==> src/rtl/rpi_cap_pkg.sv <==
// Shared types and constants for the RPi 1-bit video capture path.
package rpi_cap_pkg;

    typedef enum logic [1:0] {
        IDLE,
        WAIT_VS,
        ACTIVE
    } state_t;

    localparam int unsigned PACK_W     = 8;
    localparam int unsigned FIFO_DEPTH = 2;

    // Left-justify a partial byte so the first pixel lands in the MSB.
    function automatic logic [PACK_W-1:0] pad_byte(input logic [PACK_W-1:0] sr,
                                                   input logic [3:0]        cnt);
        return sr << (PACK_W - 32'(cnt));
    endfunction

endpackage

==> src/rtl/rpi_pixel_packer_if.sv <==
// Byte write port from the pixel packer towards the frame SRAM.
interface rpi_pixel_packer_if
    import rpi_cap_pkg::*;
#(
    parameter int unsigned ADDR_W = 16
) ();

    logic              wr_valid;
    logic              wr_ready;
    logic [ADDR_W-1:0] wr_addr;
    logic [PACK_W-1:0] wr_data;

    modport master (output wr_valid, output wr_addr, output wr_data, input wr_ready);
    modport slave  (input wr_valid, input wr_addr, input wr_data, output wr_ready);

endinterface

==> src/rtl/sync_2ff.sv <==
// Two-flop synchroniser for a single asynchronous input bit.
module sync_2ff (
    input  logic clk,
    input  logic rst_n,
    input  logic d,
    output logic q
);

    logic meta;

    always_ff @(posedge clk or negedge rst_n) begin
        if (!rst_n) begin
            meta <= 1'b0;
            q    <= 1'b0;
        end else begin
            meta <= d;
            q    <= meta;
        end
    end

endmodule

==> src/rtl/rpi_pixel_packer.sv <==
// Samples RPi 1-bit video, packs 8 pixels per byte and queues frame-relative
// byte writes through a 2-entry holding FIFO.
module rpi_pixel_packer
    import rpi_cap_pkg::*;
#(
    parameter int unsigned       DIV_LOG2  = 3,
    parameter int unsigned       ADDR_W    = 16,
    parameter logic [ADDR_W-1:0] MAX_ADDR  = 16'hFFFF,
    parameter bit                HS_ACTIVE = 1'b1,
    parameter bit                VS_ACTIVE = 1'b1
) (
    input  logic                      clk,
    input  logic                      rst_n,
    input  logic                      rpi_h_sync,
    input  logic                      rpi_v_sync,
    input  logic                      rpi_color,
    input  logic                      capture_en,
    rpi_pixel_packer_if.master        wr,
    output logic                      frame_start,
    output logic                      frame_done,
    output logic                      overflow,
    output logic                      addr_full
);

    localparam logic [3:0] FULL_CNT  = 4'(PACK_W);
    localparam logic [1:0] FIFO_FULL = 2'(FIFO_DEPTH);

    logic hs_s, vs_s, px;

    sync_2ff u_sync_hs (.clk(clk), .rst_n(rst_n), .d(rpi_h_sync), .q(hs_s));
    sync_2ff u_sync_vs (.clk(clk), .rst_n(rst_n), .d(rpi_v_sync), .q(vs_s));
    sync_2ff u_sync_px (.clk(clk), .rst_n(rst_n), .d(rpi_color),  .q(px));

    logic hs_act, vs_act, hs_prev, vs_prev;
    logic hs_rise, vs_rise, vs_fall;

    assign hs_act  = (hs_s == HS_ACTIVE);
    assign vs_act  = (vs_s == VS_ACTIVE);
    assign hs_rise = hs_act & ~hs_prev;
    assign vs_rise = vs_act & ~vs_prev;
    assign vs_fall = ~vs_act & vs_prev;

    state_t state, state_next;
    logic   vs_seen, vs_seen_next;
    logic   start_evt, done_evt;

    always_ff @(posedge clk or negedge rst_n) begin
        if (!rst_n) begin
            state   <= IDLE;
            vs_seen <= 1'b0;
            hs_prev <= 1'b0;
            vs_prev <= 1'b0;
        end else begin
            state   <= state_next;
            vs_seen <= vs_seen_next;
            hs_prev <= hs_act;
            vs_prev <= vs_act;
        end
    end

    // Leaving ACTIVE on the vs edge pre-arms vs_seen so back-to-back frames chain.
    always_comb begin
        state_next   = state;
        vs_seen_next = vs_seen;
        start_evt    = 1'b0;
        done_evt     = 1'b0;
        if (!capture_en) begin
            state_next   = IDLE;
            vs_seen_next = 1'b0;
        end else begin
            case (state)
                IDLE: begin
                    state_next   = WAIT_VS;
                    vs_seen_next = 1'b0;
                end
                WAIT_VS: begin
                    if (vs_rise) begin
                        vs_seen_next = 1'b1;
                    end else if (vs_fall && vs_seen) begin
                        state_next   = ACTIVE;
                        vs_seen_next = 1'b0;
                        start_evt    = 1'b1;
                    end
                end
                ACTIVE: begin
                    if (vs_rise) begin
                        state_next   = WAIT_VS;
                        vs_seen_next = 1'b1;
                        done_evt     = 1'b1;
                    end
                end
                default: state_next = IDLE;
            endcase
        end
    end

    logic [DIV_LOG2-1:0] div;
    logic [PACK_W-1:0]   shreg;
    logic [3:0]          bit_cnt;
    logic [ADDR_W:0]     addr;
    logic                keep, shift_en, byte_full, pad_push, push, addr_ok;
    logic [PACK_W-1:0]   push_data;

    assign keep      = (state == ACTIVE) && capture_en;
    assign shift_en  = keep && (div == '1) && !hs_act && !vs_act;
    assign byte_full = (bit_cnt == FULL_CNT);
    assign pad_push  = keep && (hs_rise || done_evt) && (bit_cnt != '0) && !byte_full;
    assign push      = byte_full || pad_push;
    assign push_data = byte_full ? shreg : pad_byte(shreg, bit_cnt);
    assign addr_ok   = (addr <= {1'b0, MAX_ADDR});

    logic              rd_ptr, wr_ptr;
    logic [1:0]        fcnt;
    logic              fifo_valid, fifo_full, pop, fifo_wr;
    logic [PACK_W-1:0] data_mem [FIFO_DEPTH];
    logic [ADDR_W-1:0] addr_mem [FIFO_DEPTH];

    assign fifo_valid = (fcnt != '0);
    assign fifo_full  = (fcnt == FIFO_FULL);
    assign pop        = fifo_valid && wr.wr_ready;
    assign fifo_wr    = push && addr_ok && (!fifo_full || pop);

    always_ff @(posedge clk or negedge rst_n) begin
        if (!rst_n) begin
            div     <= '0;
            shreg   <= '0;
            bit_cnt <= '0;
        end else begin
            div <= start_evt ? '0 : div + 1'b1;
            if (shift_en) begin
                shreg <= {shreg[PACK_W-2:0], px};
            end
            if (!keep || push) begin
                bit_cnt <= '0;
            end else if (shift_en) begin
                bit_cnt <= bit_cnt + 1'b1;
            end
        end
    end

    // A byte dropped for lack of FIFO space still consumes its address slot.
    always_ff @(posedge clk or negedge rst_n) begin
        if (!rst_n) begin
            addr        <= '0;
            overflow    <= 1'b0;
            addr_full   <= 1'b0;
            frame_start <= 1'b0;
            frame_done  <= 1'b0;
        end else begin
            frame_start <= start_evt;
            frame_done  <= done_evt;
            if (start_evt) begin
                addr      <= '0;
                overflow  <= 1'b0;
                addr_full <= 1'b0;
            end else if (push) begin
                if (!addr_ok) begin
                    addr_full <= 1'b1;
                end else begin
                    addr <= addr + 1'b1;
                    if (fifo_full && !pop) begin
                        overflow <= 1'b1;
                    end
                end
            end
        end
    end

    always_ff @(posedge clk or negedge rst_n) begin
        if (!rst_n) begin
            data_mem <= '{default: '0};
            addr_mem <= '{default: '0};
            rd_ptr   <= 1'b0;
            wr_ptr   <= 1'b0;
            fcnt     <= '0;
        end else begin
            if (fifo_wr) begin
                data_mem[wr_ptr] <= push_data;
                addr_mem[wr_ptr] <= addr[ADDR_W-1:0];
                wr_ptr           <= ~wr_ptr;
            end
            if (pop) begin
                rd_ptr <= ~rd_ptr;
            end
            case ({fifo_wr, pop})
                2'b10:   fcnt <= fcnt + 1'b1;
                2'b01:   fcnt <= fcnt - 1'b1;
                default: fcnt <= fcnt;
            endcase
        end
    end

    assign wr.wr_valid = fifo_valid;
    assign wr.wr_data  = data_mem[rd_ptr];
    assign wr.wr_addr  = addr_mem[rd_ptr];

endmodule

==> src/flat_wrapper.sv <==
// flat-port wrapper written by rule: the top's interface ports become plain ports
module rpi_pixel_packer_flat import rpi_cap_pkg::*;
#(
    parameter int unsigned       DIV_LOG2  = 3,
    parameter int unsigned       ADDR_W    = 16,
    parameter logic [ADDR_W-1:0] MAX_ADDR  = 16'hFFFF,
    parameter bit                HS_ACTIVE = 1'b1,
    parameter bit                VS_ACTIVE = 1'b1
)
  (clk, rst_n, rpi_h_sync, rpi_v_sync, rpi_color, capture_en, frame_start, frame_done, overflow, addr_full, wr_wr_valid, wr_wr_addr, wr_wr_data, wr_wr_ready);
  rpi_pixel_packer_if #(.ADDR_W(ADDR_W)) wr_i ();
  input  logic clk;
  input  logic rst_n;
  input  logic rpi_h_sync;
  input  logic rpi_v_sync;
  input  logic rpi_color;
  input  logic capture_en;
  output logic frame_start;
  output logic frame_done;
  output logic overflow;
  output logic addr_full;
  output wire logic [$bits(wr_i.wr_valid)-1:0] wr_wr_valid;
  output wire logic [$bits(wr_i.wr_addr)-1:0] wr_wr_addr;
  output wire logic [$bits(wr_i.wr_data)-1:0] wr_wr_data;
  input wire logic [$bits(wr_i.wr_ready)-1:0] wr_wr_ready;
  assign wr_wr_valid = wr_i.wr_valid;
  assign wr_wr_addr = wr_i.wr_addr;
  assign wr_wr_data = wr_i.wr_data;
  assign wr_i.wr_ready = wr_wr_ready;
  rpi_pixel_packer #(.DIV_LOG2(DIV_LOG2), .ADDR_W(ADDR_W), .MAX_ADDR(MAX_ADDR), .HS_ACTIVE(HS_ACTIVE), .VS_ACTIVE(VS_ACTIVE)) u_core (.clk(clk), .rst_n(rst_n), .rpi_h_sync(rpi_h_sync), .rpi_v_sync(rpi_v_sync), .rpi_color(rpi_color), .capture_en(capture_en), .wr(wr_i), .frame_start(frame_start), .frame_done(frame_done), .overflow(overflow), .addr_full(addr_full));
endmodule
==> config.mk <==
export PLATFORM = sky130hd
export DESIGN_NAME = rpi_pixel_packer_flat
export DESIGN_NICKNAME = d
export VERILOG_FILES = /design/src/rtl/rpi_cap_pkg.sv /design/src/rtl/rpi_pixel_packer_if.sv /design/src/rtl/sync_2ff.sv /design/src/rtl/rpi_pixel_packer.sv /design/src/flat_wrapper.sv
export SDC_FILE = /design/constraint.sdc
export NUM_CORES = 1
export LEC_CHECK = 0
export ABC_AREA = 1
export CAP_MARGIN = 10
export CORE_ASPECT_RATIO = 0.5
export CORE_MARGIN = 2
export CORE_UTILIZATION = 35
export CTS_CLUSTER_DIAMETER = 50
export CTS_CLUSTER_SIZE = 24
export DETAILED_ROUTE_END_ITERATION = 16
export GPL_TIMING_DRIVEN = 0
export PLACE_DENSITY = 0.55
export SLEW_MARGIN = 20
export SYNTH_ARGS = -nofsm -noshare
export SYNTH_HDL_FRONTEND = slang
export SYNTH_HIERARCHICAL = 1
export SYNTH_SLANG_ARGS = --single-unit
==> constraint.sdc <==
create_clock -name clk -period 2.7 [get_ports clk]
set_clock_uncertainty 0.1 [all_clocks]
set_input_delay 0.675 -clock clk [delete_from_list [all_inputs] [get_ports clk]]
set_output_delay 0.675 -clock clk [all_outputs]
set_load 0.005 [all_outputs]
After elaboration in Yosys (flattened, before gate mapping)
Cells that the tools add are included.

Flip-flop bits (word level): 99. Output and inout port bits: 29. Logic and storage cells: 139.

Add/subtract/negate cells: 6. $lt $le $gt $ge: 4. Equal/unequal tests: 13. Shift operators: 1. Muxes and demuxes: 44. Bitwise logic cells: 10. Reductions and logical operators: 36.

Operators with widths (number): $mux 16 (4); $mux 17 (3); $mux 8 (5); $bwmux 32 (1); $shl 8x32->8 (1); $mux 1 (18); $add 17x1->17 const B (1); $le 17x16->1 const B (1); $bwmux 16 (1); $demux 16 s1 (1); $logic_and 1x1->1 (13); $reduce_bool 2->1 (6); $reduce_and 3->1 (3); $demux 8 s1 (1); $mux 2 (4); $mux 4 (2); $eq 2x2->1 const B (3); $logic_not 1->1 (6); $ne 3x2->1 const B (2); $pmux 2 s3 (1); $not 1->1 (5); $sub 4x4->5 const A (1); $add 4x1->4 const B (1); $eq 2x1->1 const B (2); other kinds (20) (28).

Longest topological paths before layout
Gate-level depths: netlist (run 1).

Depth after elaboration: 14. Mapped depth: 16. Mapped depth without buffers: 16.

Modules after synthesis
The synthesis (run 1) kept the hierarchy.

Modules (own cells, without submodules): rpi_pixel_packer (instances 1, cells each 604, area an instance 4907.2 µm²); sync_2ff (instances 3, cells each 2, area an instance 50.0 µm²).

Worst setup path after synthesis (run 1)
No wires, ideal clock.

Path type: register to register. Start: register u_core.addr[0]. End: register u_core/data_mem[2] (netlist bit). Arrival: 2.263 ns. Slack: 0.212 ns. Cell stages (with the launch flop): 17. Buffers on the path: 1. Cell sequence: dfrtp_1 -> ha_1 -> nand2_1 -> nor2_1 -> inv_1 -> nor2_1 -> nand2_1 -> nor4_1 -> ha_1 -> inv_1 -> nand2_4 -> nand2_8 -> nor2_8 -> nand2_8 -> buf_8 -> nand2_2 -> o21ai_2.

Cells in the longest elaborated chain, start to end: 3.

RTL lines: from (decl) (RTL line rpi_pixel_packer.sv:100) `logic [ADDR_W:0] addr;`; from (signal assigned) (RTL line rpi_pixel_packer.sv:160) `addr <= addr + 1'b1;`; $le 17x16->1 (RTL line rpi_pixel_packer.sv:110) `assign addr_ok = (addr <= {1'b0, MAX_ADDR});`; $logic_and 1x1->1 (2 in a row) (RTL line rpi_pixel_packer.sv:121) `assign fifo_wr = push && addr_ok && (!fifo_full || pop);`; to (signal, indexed assignment) (RTL line rpi_pixel_packer.sv:178) `data_mem[wr_ptr] <= push_data;`; to (decl) (RTL line rpi_pixel_packer.sv:115) `logic [PACK_W-1:0] data_mem [FIFO_DEPTH];`.

No other way between the ends. A chain may end at the register's enable or synchronous reset.

Worst setup path in the final report (run 1)
Start: register u_core.rd_ptr. End: output wr_wr_data[3].

Cells in the longest elaborated chain, start to end: 4.

RTL lines: from (decl) (RTL line rpi_pixel_packer.sv:112) `logic rd_ptr, wr_ptr;`; from (signal assigned) (RTL line rpi_pixel_packer.sv:183) `rd_ptr <= ~rd_ptr;`; $not 1->2 (implied by the code) (RTL line rpi_pixel_packer.sv:194) `assign wr.wr_data = data_mem[rd_ptr];`; $mux 8 (implied by the code) (3 in a row) (RTL line rpi_pixel_packer.sv:194); to (decl) (RTL line flat_wrapper.sv:24) `output wire logic [$bits(wr_i.wr_data)-1:0] wr_wr_data;`.

No other way between the ends. The select of a mux whose other input is x is not followed.

==> results of run 1 <==
[per-layer routing]
| layer | up-vias | GRT usage [%] |
|---|---|---|
| met5 | - | 0 |
| met4 | 0 | 5.65 |
| met1 | 1888 | 22.2 |
| li1 | 2057 | - |
| met3 | 14 | 2.89 |
| met2 | 47 | 26.8 |
[registers in the layout (all words and copies together) (netlist names), 2 cells and up]
name,count
u_core/state,2
u_core/fcnt,2
u_core/data_mem,16
u_core/bit_cnt,4
u_core/shreg,8
u_core/addr,17
u_core/addr_mem,32
u_core/div,3
[kinds of logic after synthesis]
| group | count (synthesis) |
|---|---|
| buffers and inverters | 86 |
| AOI/OAI and AO/OA | 102 |
| DFF | 99 |
| and+or+nand+nor | 305 |
| adders and majority gates | 10 |
| xor gates and xnor gates | 8 |
[critical path, delay by kind of cell, from the launching register on]
kind	cells	cell delay, ns
buffers and inverters	3	0.85
DFF	1	0.46
and+or+nand+nor	2	0.17
[cell type report]
type / instances / area, um2
plain buffers: 19 / 149
fillers: 1411 / 7730
well taps: 192 / 240
clock buffers: 9 / 225
clock inverters: 7 / 82.6
repair buffers: 41 / 417
flip-flops and latches: 99 / 2480
multi-input cells: 425 / 2240
inverters: 66 / 253
[per-stage QoR]
stage / power [uW] / cells / hold WS [ns]
floorplan: 2380 / 610 / 0.231
global placement: 2680 / 837 / 0.234
detailed placement: 2690 / 838 / 0.235
CTS: 4080 / 854 / 0.0667
global route: 4310 / 858 / 0.0725
finish: 4050 / 858 / 0.0691
[timing repair]
item	in CTS	in global routing
endpoints found under the setup margin	89	76
setup buffers	1	4
hold buffers	0	0
pin swaps	2	7
gates resized for setup	14	8
endpoints found under the hold margin	0	0
[final timing paths]
path / from / to / slack, ns / cells after the start
setup / recovery: u_core/rd_ptr / wr_wr_data[3] / 0.1 / 5
hold / removal: rst_n / u_core/shreg[5] / 0.07 / 1
setup reg to reg: u_core/addr[1] / u_core/data_mem[10] / 0.19 / 16
hold reg to reg: u_core/u_sync_hs/meta / u_core/u_sync_hs/q / 0.25 / 0
max in group asynchronous: rst_n / u_core/rd_ptr / 1.76 / 2
min in group clk: u_core/u_sync_hs/meta / u_core/u_sync_hs/q / 0.25 / 0
[cells in the mapped netlist, drive strengths merged]
master | count | area (um2)
inv | 63 | 236
clkbuf | 9 | 33.8
nor2 | 33 | 153
dfrtp | 99 | 2480
o22ai | 4 | 25.0
ha | 10 | 125
a22oi | 2 | 15.0
a21oi | 8 | 40.0
o211ai | 4 | 30.0
o21a | 1 | 7.51
a41oi | 1 | 8.76
o311ai | 1 | 8.76
clkinv | 3 | 11.3
o21ai | 77 | 445
nand4 | 11 | 68.8
buf | 11 | 109
xnor2 | 1 | 8.76
nor3 | 4 | 20.0
o31ai | 3 | 22.5
xor2 | 7 | 61.3
nand3 | 26 | 143
o21bai | 1 | 18.8
nor4 | 1 | 6.26
nand2 | 230 | 982
[power groups by stage]
stage          Sequential, uW  Combinational, uW  Clock [uW]
5_1_grt                  1810               1070        1430
6_report                 1790                923        1340
4_1_cts                  1780                909        1390
3_3_place_gp             1790                888           0
2_1_floorplan            1770                612           0
3_5_place_dp             1790                895           0
==> out/metrics.cfg, run 1 <==
[finish]
fin_util_pct = 44.0
nNetsFinal = 678
syn2layout_area_growth_pct = 20.3
drive_above_1_share_pct = 16.1
layout.cells.most_common_list = nand2_1, dfrtp_1, inv_1
final_cell_area_um2 = 6080
final_common_cell = nand2_1
diodes = 0

[clock_network]
clkLatencyLatePin_ns = 0.35
cts_buffers = 9
htreeDepth = 3
cts_root_buffer = clkbuf_16
cts.clk_slew.worst_paths_ns = 0.07
tritoncts = built
clockBufferDepth = 2
cts.sinks = 99

[yosys]
synth_nets = 627
synthXorXnorAreaFrac_pct = 1.39
seq_area_frac_synth_pct = 49.0
yosys.area_share.simple_pct = 27.1
synth_fa_ha_area_share_pct = 2.47
ys_warn_count = 6
synth_compound_gate_area_share_pct = 12.3
synth.distinct_cells = 37
synthMuxAreaShare_pct = 0
synth_area_per_cell_um2 = 8.29
synth_top_family_by_area = simple AND/OR/NAND/NOR gates
ys_ff_latch = 99
syn_area_um2 = 5060
synthCells = 610

[detailed_routing]
antenna_left = 0
drt-vias-per-instance = 4.67
avgRoutedWirePerCell_um = 13.6
wirelength_mm = 11.7
highest_layer = met4
route.met2.wl_mm = 5.34
drt_iter0_drc = 272
drt-met1-wl_mm = 5.93
vias = 4006
dr.pass1.iters = 5
drcViolationCount = 0
dr_wl_met3_um = 277

[place]
place_hpwl_mm = 8.31
pre_cts_ws_ns = -0.315
portBuffers = 35
place_congestion = 0.858
placed_cell_area_um2 = 5680

[global_route]
globalRouteTotalUtil_pct = 16.3
grt_pass1_wl_mm = 19.7
overflow = 0
antenna_found_initial = 0
grt_pass1_vias = 3831
grt_start_max_net_pins = 78

[die]
initial_core_util_pct = 36.6
coreArea_um2 = 13800
row_count = 30
die_w_um = 174
die-area_um2 = 15500
io_pins = 36
fp.dieH_um = 89

[power_and_ir_drop]
seqPwrFrac_pct = 44.2
p_comb_share_pct = 22.8
power_density_nw_per_um2 = 665
switching_share_pct = 33.8
p_int_uw = 2680
leakage_uw = 0.00289
power.switching_uw = 1370
ir_drop_v = 0.000380
p_clk_share_pct = 33.0

[hold_path]
hold_path.class = input port to asynchronous set/reset pin

[timing]
slew_headroom_pct = 50.1
setup_tns_ns = 0
maxSlewViolCount = 0
finalSetupViolations = 0
timing.final.crit_share_pct = 96.4
rsz0062_at_grt = false
fmax_ghz = 0.384
worst_slack_ns = 0.0979
tightest_slew_ns = 0.743
finalCriticalPeriod_ns = 2.60
finalHoldViolCount = 0

[worst_setup_path]
crit_top_cell = nand2_1
path_max_fanout = 10
crit_type = register to output pin
worstPathArrival_ns = 1.83
critPathMaxStageDelay_ns = 0.50
critPathLaunchType = register
crit_slowest_cell = clkdlybuf4s50_1
required_ns = 1.92
cp-end-kind = output pin
crit_chain = clkinv_2 > clkbuf_4 > nand2_1 > nand2_1 > clkdlybuf4s50_1

[status]
status = finished, final reports clean

[flow_run]
maxCapViolCount = 0

(Power assumes the default switching activity.)
==> run 2, diff against run 1 <==
CELL_PAD_IN_SITES_DETAIL_PLACEMENT = 1   (was unset)
CELL_PAD_IN_SITES_GLOBAL_PLACEMENT = 1   (was unset)
PLACE_DENSITY = 0.69   (was 0.55)
==> run 2 against run 1 <==
Against the previous run:
- sequential power is essentially flat
- wire length grew 11%
- critical path type unchanged
- setup slack gained 0.021 ns
- flip-flop and latch count unchanged
- core utilization is 0.082 points lower
- non-clock buffer count did not move
- critical path depth is the same
- largest power group unchanged
==> out/metrics.cfg, run 2 (same netlist as run 1, synthesis figures left out) <==
[detailed_routing]
dr.pass1.iters = 6  ; was 5
drcViolationCount = 0  ; unchanged
drt-vias-per-instance = 4.84  ; was 4.67
wirelength_mm = 13.0  ; was 11.7 mm
avgRoutedWirePerCell_um = 15.2  ; was 13.6 um
drt_iter0_drc = 185  ; was 272
antenna_left = 0  ; unchanged
vias = 4154  ; was 4006

[timing]
slew_headroom_pct = 53.4  ; was 50.1%
finalHoldViolCount = 0  ; unchanged
finalSetupViolations = 0  ; unchanged
tightest_slew_ns = 0.693  ; was 0.743 ns
finalCriticalPeriod_ns = 2.58  ; was 2.60 ns
worst_slack_ns = 0.119  ; was 0.0979 ns
fmax_ghz = 0.388  ; was 0.384 GHz
timing.final.crit_share_pct = 95.6  ; was 96.4%
setup_tns_ns = 0  ; unchanged
maxSlewViolCount = 0  ; unchanged

[worst_setup_path]
worstRegToRegCells = 16  ; unchanged
required_ns = 1.92  ; about the same
crit_top_cell = nand2_1  ; unchanged
crit_chain = clkinv_2 > buf_4 > nand2_1 > nand2_1 > clkdlybuf4s50_1  ; was clkinv_2 > clkbuf_4 > nand2_1 > nand2_1 > clkdlybuf4s50_1
crit_slowest_cell = clkdlybuf4s50_1  ; unchanged
critPathTopFamily = buffers and inverters  ; unchanged
crit_type = register to output pin  ; unchanged
crit_buf_inv = 3  ; unchanged
critPathMaxStageDelay_ns = 0.50  ; about the same
critPathLaunchType = register  ; unchanged
crit_cells = 5  ; unchanged
path_max_fanout = 10  ; unchanged
cp-end-kind = output pin  ; unchanged
worstPathArrival_ns = 1.81  ; was 1.83 ns

[die]
row_count = 30  ; unchanged
fp.dieH_um = 89  ; unchanged
die_w_um = 174  ; unchanged
coreArea_um2 = 13800  ; unchanged
io_pins = 36  ; unchanged
die-area_um2 = 15500  ; unchanged
initial_core_util_pct = 36.6  ; unchanged

[clock_network]
cts_root_buffer = clkbuf_16  ; unchanged
htreeDepth = 3  ; unchanged
cts.sinks = 99  ; unchanged
cts_buffers = 9  ; unchanged
clockBufferDepth = 2  ; unchanged
tritoncts = built  ; unchanged
cts.clk_slew.worst_paths_ns = 0.07  ; about the same
clkLatencyLatePin_ns = 0.35  ; about the same

[finish]
drive_above_1_share_pct = 16.2  ; was 16.1%
nNetsFinal = 678  ; unchanged
reg_top3 = u_core/addr_mem x32, u_core/addr x17, u_core/data_mem x16  ; unchanged
seqCellArea_um2 = 2480  ; about the same
largest_register_ffs = 32  ; unchanged
syn2layout_area_growth_pct = 20.1  ; was 20.3%
layout.cells.most_common_list = nand2_1, dfrtp_1, inv_1  ; unchanged
diodes = 0  ; unchanged
top_register = u_core/addr_mem  ; unchanged
final_common_cell = nand2_1  ; unchanged
nFillCells = 1673  ; was 1411
multi_input_area_um2 = 2250  ; was 2240 um2
fin_util_pct = 44.0  ; about the same

[power_and_ir_drop]
p_clk_share_pct = 31.3  ; was 33.0%
power.switching_uw = 1430  ; was 1370 uW
leakage_uw = 0.00288  ; was 0.00289 uW
seqPwrFrac_pct = 44.5  ; was 44.2%
ir_drop_v = 0.000322  ; was 0.000380 V
p_comb_share_pct = 24.2  ; was 22.8%
p_int_uw = 2590  ; was 2680 uW
power_density_nw_per_um2 = 662  ; was 665 nW/um2
switching_share_pct = 35.5  ; was 33.8%

[global_route]
antenna_found_initial = 0  ; unchanged
grt_pass1_wl_mm = 21.8  ; was 19.7 mm
overflow = 0  ; unchanged
grt_pass1_vias = 4367  ; was 3831
globalRouteTotalUtil_pct = 18.0  ; was 16.3%
grt_start_max_net_pins = 63  ; was 78

[place]
place_hpwl_mm = 9.38  ; was 8.31 mm
portBuffers = 35  ; unchanged
pre_cts_ws_ns = -0.381  ; was -0.315 ns
place_congestion = 0.825  ; was 0.858

[hold_path]
hold_path.class = input port to asynchronous set/reset pin  ; unchanged

[flow_run]
maxCapViolCount = 0  ; unchanged

[status]
status = finished, final reports clean  ; unchanged

[run 2: worst paths after layout]
kind | to | slack [ns] | from
worst max-delay path | wr_wr_data[0] | 0.12 | u_core/rd_ptr
worst min-delay path | u_core/shreg[4] | 0.12 | rst_n
worst max register to register | u_core/data_mem[2] | 0.17 | u_core/addr[1]
worst min register to register | u_core/u_sync_vs/q | 0.25 | u_core/u_sync_vs/meta
max in group asynchronous | u_core/addr[0] | 1.72 | rst_n
min in group clk | u_core/u_sync_vs/q | 0.25 | u_core/u_sync_vs/meta
[run 2: power by group through the flow]
stage	Clock [uW]	Sequential (uW)	Combinational, uW
floorplan	0	1770	612
global placement	0	1790	902
detailed placement	0	1800	936
CTS	1300	1790	951
global route	1360	1810	1100
finish	1260	1790	973
[run 2: stage by stage]
step / hold WS [ns] / power (uW) / instance area [um2] / cells
finish: 0.123 / 4020 / 6070 / 858
global route: 0.143 / 4270 / 6070 / 858
CTS: 0.127 / 4030 / 6020 / 855
detailed placement: 0.236 / 2730 / 5680 / 838
global placement: 0.233 / 2690 / 5650 / 837
floorplan: 0.231 / 2380 / 5060 / 610
[run 2: per-layer routing]
metal	track usage (%)	part of all wire [%]	vias up
met4	4.74	1.2	0
met2	31.7	48	38
met1	23.4	48	2044
met3	3.32	3.2	17
met5	0	0	-
li1	-	-	2055
[run 2: what timing repair did]
action                                  CTS  global route
endpoints found under the setup margin   93            65
hold buffers                              0             0
setup buffers                             2             3
pin swaps                                 2             7
resized for setup                        16            11
[run 2: cell type report]
type / instances / share of cell area (%)
Buffer: 19 / 2.51
Inverter: 66 / 4.16
Clock inverter: 7 / 0.989
Sequential cell: 99 / 40.8
Timing Repair Buffer: 41 / 6.86
Multi-Input combinational cell: 425 / 37.0
Clock buffer: 9 / 3.71
Tap cell: 192 / 3.96
==> run 3, diff against run 2 <==
CELL_PAD_IN_SITES_DETAIL_PLACEMENT = unset   (was 1)
CELL_PAD_IN_SITES_GLOBAL_PLACEMENT = unset   (was 1)
PLACE_DENSITY = 0.55   (was 0.69)
==> results of run 3 <==
The final DEF is identical to that of run 1; final timing and power are the same.
